==> config.mk <==
export PLATFORM = sky130hd
export DESIGN_NAME = sequence_generator
export DESIGN_NICKNAME = d
export VERILOG_FILES = /design/src/rtl/sequence_generator.sv
export SDC_FILE = /design/constraint.sdc
export NUM_CORES = 1
export LEC_CHECK = 0
export BUFFER_PORTS_ARGS = -buffer_cell sky130_fd_sc_hd__buf_4
export CORE_UTILIZATION = 40
export DETAILED_ROUTE_END_ITERATION = 10
export PLACE_DENSITY = 0.68
export REMOVE_ABC_BUFFERS = 1
export SLEW_MARGIN = 20
export SYNTH_ARGS = -nofsm -noshare
export SYNTH_HDL_FRONTEND = slang
export SYNTH_SLANG_ARGS = --single-unit
==> constraint.sdc <==
create_clock -name clk -period 4.52 [get_ports clk]
set_clock_uncertainty 0.15 [all_clocks]
set_input_delay 0.452 -clock clk [delete_from_list [all_inputs] [get_ports clk]]
set_output_delay 0.452 -clock clk [all_outputs]
set_load 0.005 [all_outputs]
==> src/rtl/sequence_generator.sv <==
// sequence_generator
//   Serialises a DATA_W-bit pattern MSB first as a burst of repeat_cnt+1
//   copies. Copies are separated by GAP_LEN idle cycles. done pulses for one
//   cycle at the end of a complete burst. abort returns to IDLE with no done.
//   All outputs are registered.
//
// Optional feature (macro SEQ_GEN_PARITY_EN):
//   When defined, each copy is followed by one extra valid cycle that carries
//   the even-parity bit (XOR of the pattern).
//   When undefined, no parity logic is built.
//
// Ports
//   clk          in   clock, rising edge
//   rst          in   asynchronous reset, active high
//   start        in   request one burst (sampled in IDLE only)
//   abort        in   terminate the current burst
//   pattern_load in   write pattern_in to the pattern register (IDLE only)
//   pattern_in   in   [DATA_W-1:0] new pattern value
//   repeat_cnt   in   [3:0] burst length minus one
//   ser_out      out  serial bit
//   ser_valid    out  ser_out carries a pattern or parity bit
//   busy         out  burst in progress (SHIFT, GAP or DONE)
//   done         out  one-cycle pulse on burst completion
module sequence_generator #(
  parameter int                DATA_W          = 8,
  parameter int                GAP_LEN         = 2,
  parameter logic [DATA_W-1:0] DEFAULT_PATTERN = DATA_W'(8'b10101010)
) (
  input  logic              clk,
  input  logic              rst,
  input  logic              start,
  input  logic              abort,
  input  logic              pattern_load,
  input  logic [DATA_W-1:0] pattern_in,
  input  logic [3:0]        repeat_cnt,
  output logic              ser_out,
  output logic              ser_valid,
  output logic              busy,
  output logic              done
);

  localparam int BC_W  = $clog2(DATA_W + 2);
  localparam int GAP_W = (GAP_LEN < 1) ? 1 : $clog2(GAP_LEN + 1);
`ifdef SEQ_GEN_PARITY_EN
  localparam int LAST_BIT = DATA_W + 1;
`else
  localparam int LAST_BIT = DATA_W;
`endif

  typedef enum logic [1:0] {
    S_IDLE  = 2'd0,
    S_SHIFT = 2'd1,
    S_GAP   = 2'd2,
    S_DONE  = 2'd3
  } state_t;

`ifdef SEQ_GEN_PARITY_EN
  function automatic logic even_parity(input logic [DATA_W-1:0] value);
    return ^value;
  endfunction
`endif

  state_t              state_r, state_s;
  logic [DATA_W-1:0]   pattern_r, pattern_s;
  logic [DATA_W-1:0]   latched_r, latched_s;
  logic [DATA_W-1:0]   shift_r, shift_s;
  logic [DATA_W-1:0]   load_val_s;
  logic [BC_W-1:0]     bit_cnt_r, bit_cnt_s;
  logic [3:0]          rep_r, rep_s;
  logic [GAP_W-1:0]    gap_r, gap_s;
  logic                next_bit_s;
  logic                ser_out_s, ser_valid_s, busy_s, done_s;

  // Bit that follows the current one inside a copy: the parity bit once all
  // data bits are out, otherwise the head of the shift register.
  always_comb begin
`ifdef SEQ_GEN_PARITY_EN
    if (bit_cnt_r == BC_W'(DATA_W)) begin
      next_bit_s = even_parity(latched_r);
    end else begin
      next_bit_s = shift_r[DATA_W-1];
    end
`else
    next_bit_s = shift_r[DATA_W-1];
`endif
  end

  // Next-state and next-output logic. shift_r holds the bits not yet sent,
  // so the output register always shows the bit being emitted this cycle.
  always_comb begin
    state_s     = state_r;
    pattern_s   = pattern_r;
    latched_s   = latched_r;
    shift_s     = shift_r;
    bit_cnt_s   = bit_cnt_r;
    rep_s       = rep_r;
    gap_s       = gap_r;
    load_val_s  = pattern_r;
    ser_out_s   = 1'b0;
    ser_valid_s = 1'b0;
    busy_s      = 1'b0;
    done_s      = 1'b0;
    case (state_r)
      S_IDLE: begin
        if (pattern_load) begin
          pattern_s  = pattern_in;
          load_val_s = pattern_in;
        end else begin
          pattern_s  = pattern_r;
          load_val_s = pattern_r;
        end
        // abort in the same cycle suppresses the start
        if (start && !abort) begin
          state_s     = S_SHIFT;
          latched_s   = load_val_s;
          shift_s     = {load_val_s[DATA_W-2:0], 1'b0};
          bit_cnt_s   = BC_W'(1);
          rep_s       = repeat_cnt;
          ser_out_s   = load_val_s[DATA_W-1];
          ser_valid_s = 1'b1;
          busy_s      = 1'b1;
        end else begin
          state_s = S_IDLE;
        end
      end
      S_SHIFT: begin
        if (abort) begin
          state_s = S_IDLE;
        end else if (bit_cnt_r != BC_W'(LAST_BIT)) begin
          state_s     = S_SHIFT;
          shift_s     = {shift_r[DATA_W-2:0], 1'b0};
          bit_cnt_s   = bit_cnt_r + BC_W'(1);
          ser_out_s   = next_bit_s;
          ser_valid_s = 1'b1;
          busy_s      = 1'b1;
        end else if (rep_r != 4'd0) begin
          rep_s  = rep_r - 4'd1;
          busy_s = 1'b1;
          if (GAP_LEN == 0) begin
            // back-to-back: next MSB directly follows this LSB
            state_s     = S_SHIFT;
            shift_s     = {latched_r[DATA_W-2:0], 1'b0};
            bit_cnt_s   = BC_W'(1);
            ser_out_s   = latched_r[DATA_W-1];
            ser_valid_s = 1'b1;
          end else begin
            state_s = S_GAP;
            gap_s   = GAP_W'(1);
          end
        end else begin
          state_s = S_DONE;
          done_s  = 1'b1;
          busy_s  = 1'b1;
        end
      end
      S_GAP: begin
        if (abort) begin
          state_s = S_IDLE;
        end else if (gap_r == GAP_W'(GAP_LEN)) begin
          state_s     = S_SHIFT;
          shift_s     = {latched_r[DATA_W-2:0], 1'b0};
          bit_cnt_s   = BC_W'(1);
          ser_out_s   = latched_r[DATA_W-1];
          ser_valid_s = 1'b1;
          busy_s      = 1'b1;
        end else begin
          state_s = S_GAP;
          gap_s   = gap_r + GAP_W'(1);
          busy_s  = 1'b1;
        end
      end
      S_DONE: begin
        // start here is ignored; abort leads to IDLE just the same
        state_s = S_IDLE;
      end
      default: begin
        state_s = S_IDLE;
      end
    endcase
  end

  // State, datapath and output registers.
  always_ff @(posedge clk or posedge rst) begin
    if (rst) begin
      state_r   <= S_IDLE;
      pattern_r <= DEFAULT_PATTERN;
      latched_r <= DEFAULT_PATTERN;
      shift_r   <= {DATA_W{1'b0}};
      bit_cnt_r <= {BC_W{1'b0}};
      rep_r     <= 4'd0;
      gap_r     <= {GAP_W{1'b0}};
      ser_out   <= 1'b0;
      ser_valid <= 1'b0;
      busy      <= 1'b0;
      done      <= 1'b0;
    end else begin
      state_r   <= state_s;
      pattern_r <= pattern_s;
      latched_r <= latched_s;
      shift_r   <= shift_s;
      bit_cnt_r <= bit_cnt_s;
      rep_r     <= rep_s;
      gap_r     <= gap_s;
      ser_out   <= ser_out_s;
      ser_valid <= ser_valid_s;
      busy      <= busy_s;
      done      <= done_s;
    end
  end

endmodule

* Word level (Yosys, flattened, before mapping) *
Index checks and enable logic that the tools add are counted.

storage, ports and cells
  word-level logic and storage cells = 88
  flip-flop bits (word level) = 40

cells by class
  muxes and demuxes = 49
  $add $sub $neg = 3
  equal/unequal tests = 13
  reduce and logical (&&, ||, !) cells = 12

operators by type and width
  cell                                              count
  two-way mux 8 bit                                 6
  two-way mux 4 bit                                 9
  case mux 8 bit (3 select lines)                   1
  two-way mux 2 bit                                 9
  two-way mux 1 bit                                 17
  inequality test 2 bit, second input constant      8
  case mux 4 bit (3 select lines)                   1
  AND reduction 6 bit                               2
  case mux 2 bit (4 select lines)                   1
  case mux 4 bit (2 select lines)                   1
  == test 2 bit, second input constant              3
  case mux 1 bit (3 select lines)                   2
  AND reduction 5 bit                               1
  adder 4 x 1 -> 4 bit, second input constant       1
  inequality test 4 bit, second input constant      1
  case mux 2 bit (2 select lines)                   1
  nonzero test 2 bit                                2
  nonzero test 4 bit                                1
  subtractor 4 x 1 -> 4 bit, second input constant  1
  nonzero test 3 bit                                1
  adder 2 x 1 -> 2 bit, second input constant       1
  == test 2 x 1 -> 1 bit, second input constant     1
  zero test 2 bit                                   1
  case mux 1 bit (2 select lines)                   1
  other kinds (4)                                   4

* Logic depth before layout (Yosys ltp) *
Gate-level depths: netlist of run 1.

  word-level depth = 5
  mapped depth = 9
  depth with buffers taken out = 6

* Least setup slack after synthesis of run 1 *
OpenSTA, ideal clock, no wires.

  path type = register to register
  start point = register state_r[0]
  end point = register bit_cnt_r[0]
  setup slack = 2610 ps
  library setup time = 125 ps
  cell stages (with the launch flop) = 7
  data arrival time = 1635 ps
  data required time = 4245 ps
  cells stage by stage = dfrtp_1 -> inv_1 -> ha_1 -> clkbuf_1 -> a221oi_4 -> nand2_4 -> mux2_4

between the ends
  word-level cells in the longest chain between the ends = 3
  elaborated cells between the ends (all ways) = 11
  classes of those cells = 7 x eq/ne; 1 x mux; 3 x reduce/logical

ends and longest elaborated chain
  element                                                                              line  source
  start: declaration                                                                   63    state_t state_r, state_s;
  start signal: assignment                                                             197   state_r <= state_s;
  == test 2 bit (tied with other cells)                                                103   case (state_r)
  inequality test 2 bit (no source line) / nonzero test 3 bit (equally long branches)  -
  AND reduction 6 bit (no source line)                                                 -
  end signal: assignment                                                               189   bit_cnt_r <= {BC_W{1'b0}};
  end signal: assignment                                                               201   bit_cnt_r <= bit_cnt_s;
  end: declaration                                                                     68    logic [BC_W-1:0] bit_cnt_r, bit_cnt_s;

Parallel ways exist; a longest one is shown, timed or not.
A chain may end at the register's enable or synchronous reset.

* Final worst setup path of run 1 *
  start point = register state_r[1]
  end point = register shift_r[5]

between the ends
  word-level cells in the longest chain between the ends = 3
  elaborated cells between the ends (all ways) = 11
  classes of those cells = 7 x eq/ne; 1 x mux; 3 x reduce/logical

ends and longest elaborated chain
  element                                                                              line  source
  == test 2 bit (tied with other cells)                                                103
  inequality test 2 bit (no source line) / nonzero test 3 bit (equally long branches)  -
  AND reduction 6 bit (no source line)                                                 -
  end signal: assignment                                                               188   shift_r <= {DATA_W{1'b0}};
  end signal: assignment                                                               200   shift_r <= shift_s;
  end: declaration                                                                     66    logic [DATA_W-1:0] shift_r, shift_s;

Parallel ways exist; a longest one is shown, timed or not.

==> results of run 1 <==
[worst max path at each step]
stage,endpoint,slack [ns],cells after the start
2_1_floorplan,gap_r[0],1.57,6
3_3_place_gp,shift_r[7],2.26,6
3_5_place_dp,shift_r[2],2.19,6
4_1_cts,shift_r[5],2.14,6
5_1_grt,bit_cnt_r[0],2.00,6
6_report,shift_r[5],2.15,6
[cell usage after synthesis, drive strengths merged, types with 4 or more instances]
cell type   n
dfrtp      31
nand2      18
mux2       16
a21oi      12
o21ai      12
inv        11
mux2i      10
ha          9
a221oi      8
dfstp       8
nor2        8
clkbuf      7
nand2b      7
buf         4
nand3       4
[power breakdown]
group | leakage (uW) | switching (uW) | total (uW) | internal, uW
Clock | 0.0000402 | 130 | 237 | 107
Combinational | 0.000591 | 101 | 212 | 111
Sequential | 0.000468 | 43.9 | 470 | 426
[critical path, cell delays in order (launching register included)]
cell,delay [ns]
dfrtp_1,0.41
inv_1,0.11
ha_1,0.54
buf_4,0.33
o21ai_0,0.18
nand2_4,0.21
mux2_4,0.32
[cell families after synthesis]
| group | count (synthesis) | share of synthesized area [%] |
|---|---|---|
| AO/OA/AOI/OAI | 52 | 18.4 |
| AND/OR/NAND/NOR | 48 | 11.9 |
| flip-flops | 39 | 45.9 |
| multiplexers | 26 | 14.4 |
| buffers and inverters | 22 | 4.08 |
| adder cells (fa/ha/maj) | 9 | 5.24 |
[per-stage QoR]
step | setup WS, ns | util, % | std cells | total power, uW
2_1_floorplan | 1.57 | - | 185 | 626
3_3_place_gp | 2.26 | 46.0 | 278 | 681
3_5_place_dp | 2.19 | 46.0 | 278 | 688
4_1_cts | 2.14 | 47.7 | 286 | 929
5_1_grt | 2.00 | 47.7 | 286 | 977
6_report | 2.15 | 47.7 | 286 | 920
[cell type report]
cell class,count,share of cell area (%)
inverters,11,1.68
well taps,70,3.57
repair buffers,23,7.04
flip-flops and latches,39,40.2
multi-input cells,135,43.8
clock buffers,5,2.81
clock inverters,3,0.817
[state kept, by name (all words and copies together) (netlist names)]
register,count
latched_r,8
busy,1
rep_r,4
ser_valid,1
gap_r,2
done,1
pattern_r,8
bit_cnt_r,4
shift_r,7
state_r,2
ser_out,1
[per-layer routing]
| metal | GRT usage (%) | wire length [um] | up-vias | share of wire, % |
|---|---|---|---|---|
| met1 | 23.6 | 2090 | 722 | 51 |
| met4 | 6.79 | 73 | 0 | 1.8 |
| met2 | 23.1 | 1780 | 28 | 43 |
| met3 | 4.69 | 162 | 6 | 3.9 |
| met5 | 0 | 0 | - | 0 |
| li1 | - | - | 748 | - |
==> results.toml, run 1 <==
[placed_design]
finalWeightedCongestion = 0.776
hpwl_um = 2690
portBuffers = 20
placed_area_mm2 = 0.00236

[layout]
multi_input_area_mm2 = 0.00107
fillCellCount = 500
nets = 241
fin_area_mm2 = 0.00245
area_delta_synth_final_pct = 14.1
n_antenna_cell = 0
drive_gt1_share_pct = 27.8
final_common_cell = "dfrtp_1"
seq_area_um2 = 986
final_cell_mix = "dfrtp_1, buf_4, nand2_1"

[cts]
cts.path.max_buffers = 2
cts_buffers = 5
clockRootBuffer = "clkbuf_8"
clock_sinks = 39
ctsHoldBuffers = 0
clkSlewWorstSetupHoldPaths_ns = 0.09
htreeDepth = 2
cts_resized = 0
cts_setup_buffers = 0
clk_latency_ns = 0.29
cts_tree = "yes"

[yosys]
synth.top_cell.area_share_pct = 36.1
async_reset_ff_share_pct = 100
ys.flop_type = "dfrtp_1"
synth_area_mm2 = 0.00215
netlist_instances = 196
synth-seq-cells = 39
synth_area_leaders = "dfrtp_1, dfstp_2, mux2_4"
synth_top_area_cell = "dfrtp_1"
synth_edf_count = 0
ys_types = 46
ys.warnings.count = 0
synth.avg_cell_area_um2 = 11.0
ys_seq_area_share_pct = 45.9

[global_route]
grt_pass1_vias = 1427
track_usage_pct = 16.4
antenna_found_initial = 0
grt-ovfl-total = 0
grt_max_degree = 40
grt_pass1_wl_um = 6840

[critical_path]
worstPathMaxFanout = 18
critPathCaptureType = "flop"
regToRegStartpoint = "state_r[1]"
cp.required_ns = 4.55
worstRegToRegCells = 6
cp.arrival_ns = 2.39
rrSetupSlack_ns = 2.15
crit_path_start = "state_r[1]"
worstSetupStartpointType = "flop"
crit_type = "reg -> reg"
r2r_end = "shift_r[5]"

[timing]
relSlewSlack_pct = 60.4
finalHoldViolCount = 0
slew_viol_final = 0
hold_ws_ns = 0.121
setup_viol = 0
worst_pin_slew_ns = 0.594
fmax_ghz = 0.423
final.period_utilization_pct = 52.3
min_period_ns = 2.37
rsz0062_at_grt = "no"
fin_setup_tns_ns = 0

[power_and_ir_drop]
ir_drop_mv = 0.170
p_per_area_mw_per_mm2 = 375
p_leak_uw = 0.00110

[worst_hold_path]
hp-class = "in -> async"

[floorplanning]
die_x_um = 75.3
design.die.area_mm2 = 0.00567
die_h_um = 75.3
core-area_mm2 = 0.00514
initial_utilization_pct = 41.8
rows = 26
ioPinCount = 21

[detailed_routing]
drc_errors = 0
num_vias = 1504
firstDrtPassIters = 4
vias_per_cell = 5.26
drtIter0Drc = 80
ant_nets = 0
avgRoutedWirePerCell_um = 14.4
routed_wl_um = 4110

[status]
status = "completed"

[flow_run]
max-cap-violations = 0
No activity file was read; power rests on OpenSTA's default activity.
==> run 2, diff against run 1 <==
--- a/config.mk
+++ b/config.mk
@@ -5,10 +5,11 @@
 export SDC_FILE = /design/constraint.sdc
 export NUM_CORES = 1
 export LEC_CHECK = 0
+export ABC_AREA = 1
 export BUFFER_PORTS_ARGS = -buffer_cell sky130_fd_sc_hd__buf_4
 export CORE_UTILIZATION = 40
 export DETAILED_ROUTE_END_ITERATION = 10
-export PLACE_DENSITY = 0.68
+export PLACE_DENSITY = 0.7
 export REMOVE_ABC_BUFFERS = 1
 export SLEW_MARGIN = 20
 export SYNTH_ARGS = -nofsm -noshare
==> constraint.sdc (replaced) <==
create_clock -name clk -period 2.1 [get_ports clk]
set_clock_uncertainty 0.15 [all_clocks]
set_input_delay 0.21 -clock clk [delete_from_list [all_inputs] [get_ports clk]]
set_output_delay 0.21 -clock clk [all_outputs]
set_load 0.005 [all_outputs]
==> results.toml, run 2 <==
[yosys]
yosys.area_share.simple_pct = 26.8
synth_area_mm2 = 0.00221
synth_edf_count = 0
async_reset_ff_share_pct = 100
ys.warnings.count = 0
synth_area_leaders = "dfrtp_1, nand2_1, dfstp_2"
synthAdderAreaFrac_pct = 5.10
ys.flop_type = "dfrtp_1"
synthMuxAreaShare_pct = 0
synth_compound_area_share_pct = 14.3
ys_types = 27
synth-seq-cells = 39
netlist_instances = 284
ys_seq_area_share_pct = 44.6
ys_top_cells_by_count = "nand2_1, inv_1, dfrtp_1"
synth.top_cell.area_share_pct = 35.1
synth.most_common_cell = "nand2_1"
synth_xor_area_share_pct = 0.397
synth_top_family_by_area = "simple AND/OR/NAND/NOR gates"
synth.avg_cell_area_um2 = 7.78
synth_top_area_cell = "dfrtp_1"

[critical_path]
cp.required_ns = 2.13
worst-path-buf-inv = 4
path_cells = "inv_1, ha_1, inv_1, nor2_1, inv_1, nand2_1, nor2_2, buf_4, nand2_1, nand2_1"
cpLargestDelayFamily = "buffers and inverters"
r2r_end = "shift_r[6]"
worstSetupStartpointType = "flop"
regToRegStartpoint = "state_r[0]"
worstRegToRegCells = 10
slowest_stage = "dfrtp_1"
worstPathMaxFanout = 11
rrSetupSlack_ns = 0.29
critPathCaptureType = "flop"
crit_type = "reg -> reg"
slowest_delay_ns = 0.41
cp.arrival_ns = 1.84

[detailed_routing]
num_vias = 1838
routed_wl_um = 4290
drc_errors = 0
drtIter0Drc = 79
firstDrtPassIters = 4
avgRoutedWirePerCell_um = 11.2
ant_nets = 0
vias_per_cell = 4.79

[layout]
area_delta_synth_final_pct = 16.3
n_antenna_cell = 0
fillCellCount = 518
final_common_cell = "nand2_1"
nets = 339
drive_gt1_share_pct = 21.0
final_cell_mix = "nand2_1, inv_1, dfrtp_1"
reg.largest.list = "latched_r: 8 flops, pattern_r: 8 flops, shift_r: 7 flops"

[cts]
clk_latency_ns = 0.29
cts.path.max_buffers = 2
cts_resized = 0
htreeDepth = 2
cts_tree = "yes"
cts_buffers = 5
clockRootBuffer = "clkbuf_8"
clkSlewWorstSetupHoldPaths_ns = 0.08
clock_sinks = 39
cts_setup_buffers = 0

[global_route]
grt_pass1_wl_um = 7370
antenna_found_initial = 0
use_met3_pct = 3.23
grt_max_degree = 40
top_usage_layer = "met2"
gr-usage-met1_pct = 20.3
track_usage_pct = 15.9
use_met2_pct = 26.4
grt-ovfl-total = 0
grt_pass1_vias = 1674

[timing]
worst_pin_slew_ns = 0.490
fin_setup_tns_ns = 0
fmax_ghz = 0.552
relSlewSlack_pct = 67.3
slew_viol_final = 0
rsz0062_at_grt = "no"
min_period_ns = 1.81
final.period_utilization_pct = 86.2
setup_viol = 0
finalHoldViolCount = 0

[floorplanning]
die_x_um = 76.3
initial_utilization_pct = 42.4
rows = 26
die_h_um = 76.3
ioPinCount = 21
core-area_mm2 = 0.00520
design.die.area_mm2 = 0.00582

[flow_run]
max-cap-violations = 0

[placed_design]
hpwl_um = 3070
portBuffers = 20
finalWeightedCongestion = 0.847

[worst_hold_path]
hold-path-endpoint = "rep_r[3]"
hp-class = "in -> reg"
min_path_cells = 5
min_from = "repeat_cnt[3]"

[status]
status = "completed"

[power_and_ir_drop]
power.total_uw = 2360
ir_drop_mv = 0.619
p_per_area_mw_per_mm2 = 919
p_leak_uw = 0.00131
## run 2: cell types whose count changed in the layout (fill, tap and decap cells not counted), sizes merged, moves of 10 or more
cell and delta:
inv +25, mux2i -10, nor2 +10, nand2 +86, mux2 -16, o21ai +25
## run 2: metrics by stage
| stage | util (%) | area [um^2] | hold WS (ns) | worst slack (ns) | std cells |
|---|---|---|---|---|---|
| after floorplan | - | 2150 | 0.133 | 0.355 | 277 |
| after global placement | 46.9 | 2440 | 0.213 | 0.352 | 374 |
| after detailed placement | 46.9 | 2440 | 0.214 | 0.284 | 374 |
| after CTS | 49.3 | 2570 | 0.0524 | 0.278 | 384 |
| after global routing | 49.3 | 2570 | 0.0839 | 0.152 | 384 |
| final | 49.3 | 2570 | 0.0583 | 0.290 | 384 |
## run 2: area by class of cell
cell class / count / area, um^2 / share of cell area, %
inverter: 36 / 138 / 5.36
timing repair buffer: 29 / 223 / 8.67
tap: 70 / 87.6 / 3.41
clock buffer: 7 / 96.3 / 3.75
multi-input combinational: 202 / 1030 / 40.1
clock inverter: 1 / 7.51 / 0.292
sequential: 39 / 986 / 38.4
## run 2: report_power, final
part | internal, uW | switching (uW) | total (uW)
sequential | 978 | 139 | 1120
combinational | 279 | 402 | 681
clock | 299 | 261 | 560
total | 1560 | 802 | 2360
## run 2: repair_timing
action / 4_1_cts / 5_1_grt
hold buffers: 2 / 0
endpoints found under the hold margin: 32 / 0
setup endpoints to repair: 0 / 0
## run 2: worst max-delay path by stage
stage,startpoint,endpoint,slack [ns],depth (start not counted)
final,state_r[0],shift_r[6],0.29,10
after global routing,state_r[1],rep_r[2],0.15,8
after CTS,state_r[1],rep_r[0],0.28,8
after detailed placement,state_r[1],rep_r[0],0.28,8
after global placement,state_r[1],rep_r[0],0.35,8
after floorplan,state_r[1],bit_cnt_r[0],0.36,8
## run 2: logic make-up after synthesis
group,Yosys count
xor gates and xnor gates,1
and+or+nand+nor,139
buffers and inverters,43
adders and majority gates,9
AOI/OAI and AO/OA,53
DFF,39
## run 2: worst register-to-register path, cell delays in order, from the launching register on
cell     delay (ns)
dfrtp_1        0.41
inv_1          0.11
ha_1           0.28
inv_1          0.11
nor2_1         0.14
inv_1          0.05
nand2_1        0.10
nor2_2         0.06
buf_4          0.17
nand2_1        0.06
nand2_1        0.05
## run 2: per-layer routing
| layer | wire [um] | up-vias |
|---|---|---|
| li1 | - | 965 |
| met1 | 2090 | 836 |
| met2 | 2000 | 31 |
| met3 | 121 | 6 |
| met4 | 70 | 0 |
| met5 | 0 | - |
==> run 3, diff against run 2 <==
--- a/config.mk
+++ b/config.mk
@@ -9,7 +9,6 @@
 export BUFFER_PORTS_ARGS = -buffer_cell sky130_fd_sc_hd__buf_4
 export CORE_UTILIZATION = 40
 export DETAILED_ROUTE_END_ITERATION = 10
-export PLACE_DENSITY = 0.7
 export REMOVE_ABC_BUFFERS = 1
 export SLEW_MARGIN = 20
 export SYNTH_ARGS = -nofsm -noshare
==> results.toml, run 3 (synthesis results as in run 2) <==
[status]
status = "completed"

[timing]
hold_ws_ns = 0.00901
setup_viol = 0
finalHoldViolCount = 0
rsz0062_at_grt = "no"
slew_viol_final = 0
fmax_ghz = 0.549
final.period_utilization_pct = 86.8
worst_pin_slew_ns = 0.484
relSlewSlack_pct = 67.7
min_period_ns = 1.82
fin_setup_tns_ns = 0

[cts]
cts_resized = 0
clk_latency_ns = 0.30
clockRootBuffer = "clkbuf_8"
clock_sinks = 39
cts_buffers = 5
htreeDepth = 2
cts_tree = "yes"
cts.path.max_buffers = 2
clkSlewWorstSetupHoldPaths_ns = 0.08

[critical_path]
worstRegToRegCells = 9
slowest_delay_ns = 0.39
crit_type = "reg -> reg"
worstPathMaxFanout = 11
cpMostUsedCell = "nand2_1"
path_cells = "inv_1, ha_1, inv_1, nand2_2, nand2_1, nand3_2, nor2_2, nand2_1, nand2_1"
rrSetupSlack_ns = 0.28
regToRegStartpoint = "state_r[0]"
critPathCaptureType = "flop"
slowest_stage = "dfrtp_1"
r2r_end = "bit_cnt_r[0]"
cp.required_ns = 2.18
worstSetupStartpointType = "flop"
cp.arrival_ns = 1.91

[global_route]
track_usage_pct = 16.6
grt_max_degree = 40
grt-ovfl-total = 0
grt_pass1_wl_um = 7690
grt_pass1_vias = 1667
antenna_found_initial = 0

[power_and_ir_drop]
ir_drop_mv = 0.408
p_leak_uw = 0.00129
p_per_area_mw_per_mm2 = 906
power.total_uw = 2290

[floorplanning]
die_x_um = 76.3
initial_utilization_pct = 42.4
rows = 26
design.die.area_mm2 = 0.00582
die_h_um = 76.3
core-area_mm2 = 0.00520
ioPinCount = 21

[layout]
finish.utilization_pct = 48.6
reg.largest.list = "latched_r: 8 flops, pattern_r: 8 flops, shift_r: 7 flops"
area_delta_synth_final_pct = 14.4
final_common_cell = "nand2_1"
n_antenna_cell = 0
fin_area_mm2 = 0.00253
final_cell_mix = "nand2_1, inv_1, dfrtp_1"
drive_gt1_share_pct = 20.2
fillCellCount = 510
nets = 337
seq_area_um2 = 986
multi_input_area_mm2 = 0.00103

[worst_hold_path]
hp-class = "in -> reg"
min_path_cells = 2
min_from = "abort"
hold-path-endpoint = "done"

[flow_run]
max-cap-violations = 0

[placed_design]
hpwl_um = 3210
portBuffers = 20
finalWeightedCongestion = 0.821
placed_area_mm2 = 0.00244

[detailed_routing]
drc_errors = 0
avgRoutedWirePerCell_um = 11.5
firstDrtPassIters = 4
ant_nets = 0
routed_wl_um = 4390
num_vias = 1778
drtIter0Drc = 67
vias_per_cell = 4.65
==> run 3: cell types whose count changed in the layout (fill, tap and decap cells not counted), sizes merged <==
| cell | delta |
|---|---|
| buf | -1 |
| clkinvlp | -1 |
| dlygate4sd3 | -1 |
| clkinv | +1 |
==> run 3: worst max-delay path, delay by kind of cell (launching register included) <==
family,cells,cell delay (ns)
simple gates,6,0.75
flops,1,0.39
fa+ha+maj,1,0.25
buf+inv,2,0.21
==> run 3: where the power goes <==
part / internal [uW] / total [uW] / leakage [uW] / switching, uW
registers: 979 / 1120 / 0.000475 / 142
clock network: 233 / 495 / 0.0000422 / 262
logic: 274 / 675 / 0.000775 / 401
==> run 3: metal layers <==
layer  vias to the layer above  part of all wire (%)  GRT usage, %
met3                         5                   3.1          4.19
met5                         -                     0             0
met1                       796                    52          23.3
li1                        955                     -             -
met4                         0                   1.4          5.19
met2                        22                    44          25.2
==> run 3: layout make-up <==
cell class              instances  area share [%]
repair buffers                 27            8.12
multi-input cells             202            40.7
well taps                      70            3.47
inverters                      36            5.45
clock buffers                   7            3.02
flip-flops and latches         39            39.0
clock inverters                 1           0.198
==> run 3: through the flow <==
stage	cells	worst slack (ns)
6_report	382	0.278
5_1_grt	382	0.0897
4_1_cts	382	0.274
3_5_place_dp	373	0.286
3_3_place_gp	373	0.312
2_1_floorplan	277	0.355
==> run 3: what timing repair did <==
item,CTS,global route
setup endpoints to repair,0,0
endpoints found under the hold margin,31,0
hold buffers,1,0
buffers inserted,0,0
==> run 3: worst max path at each step <==
stage	from	end
global route	state_r[0]	shift_r[5]
detailed placement	state_r[0]	latched_r[6]
floorplan	state_r[1]	bit_cnt_r[0]
finish	state_r[0]	bit_cnt_r[0]
CTS	state_r[0]	latched_r[6]
global placement	state_r[0]	latched_r[4]
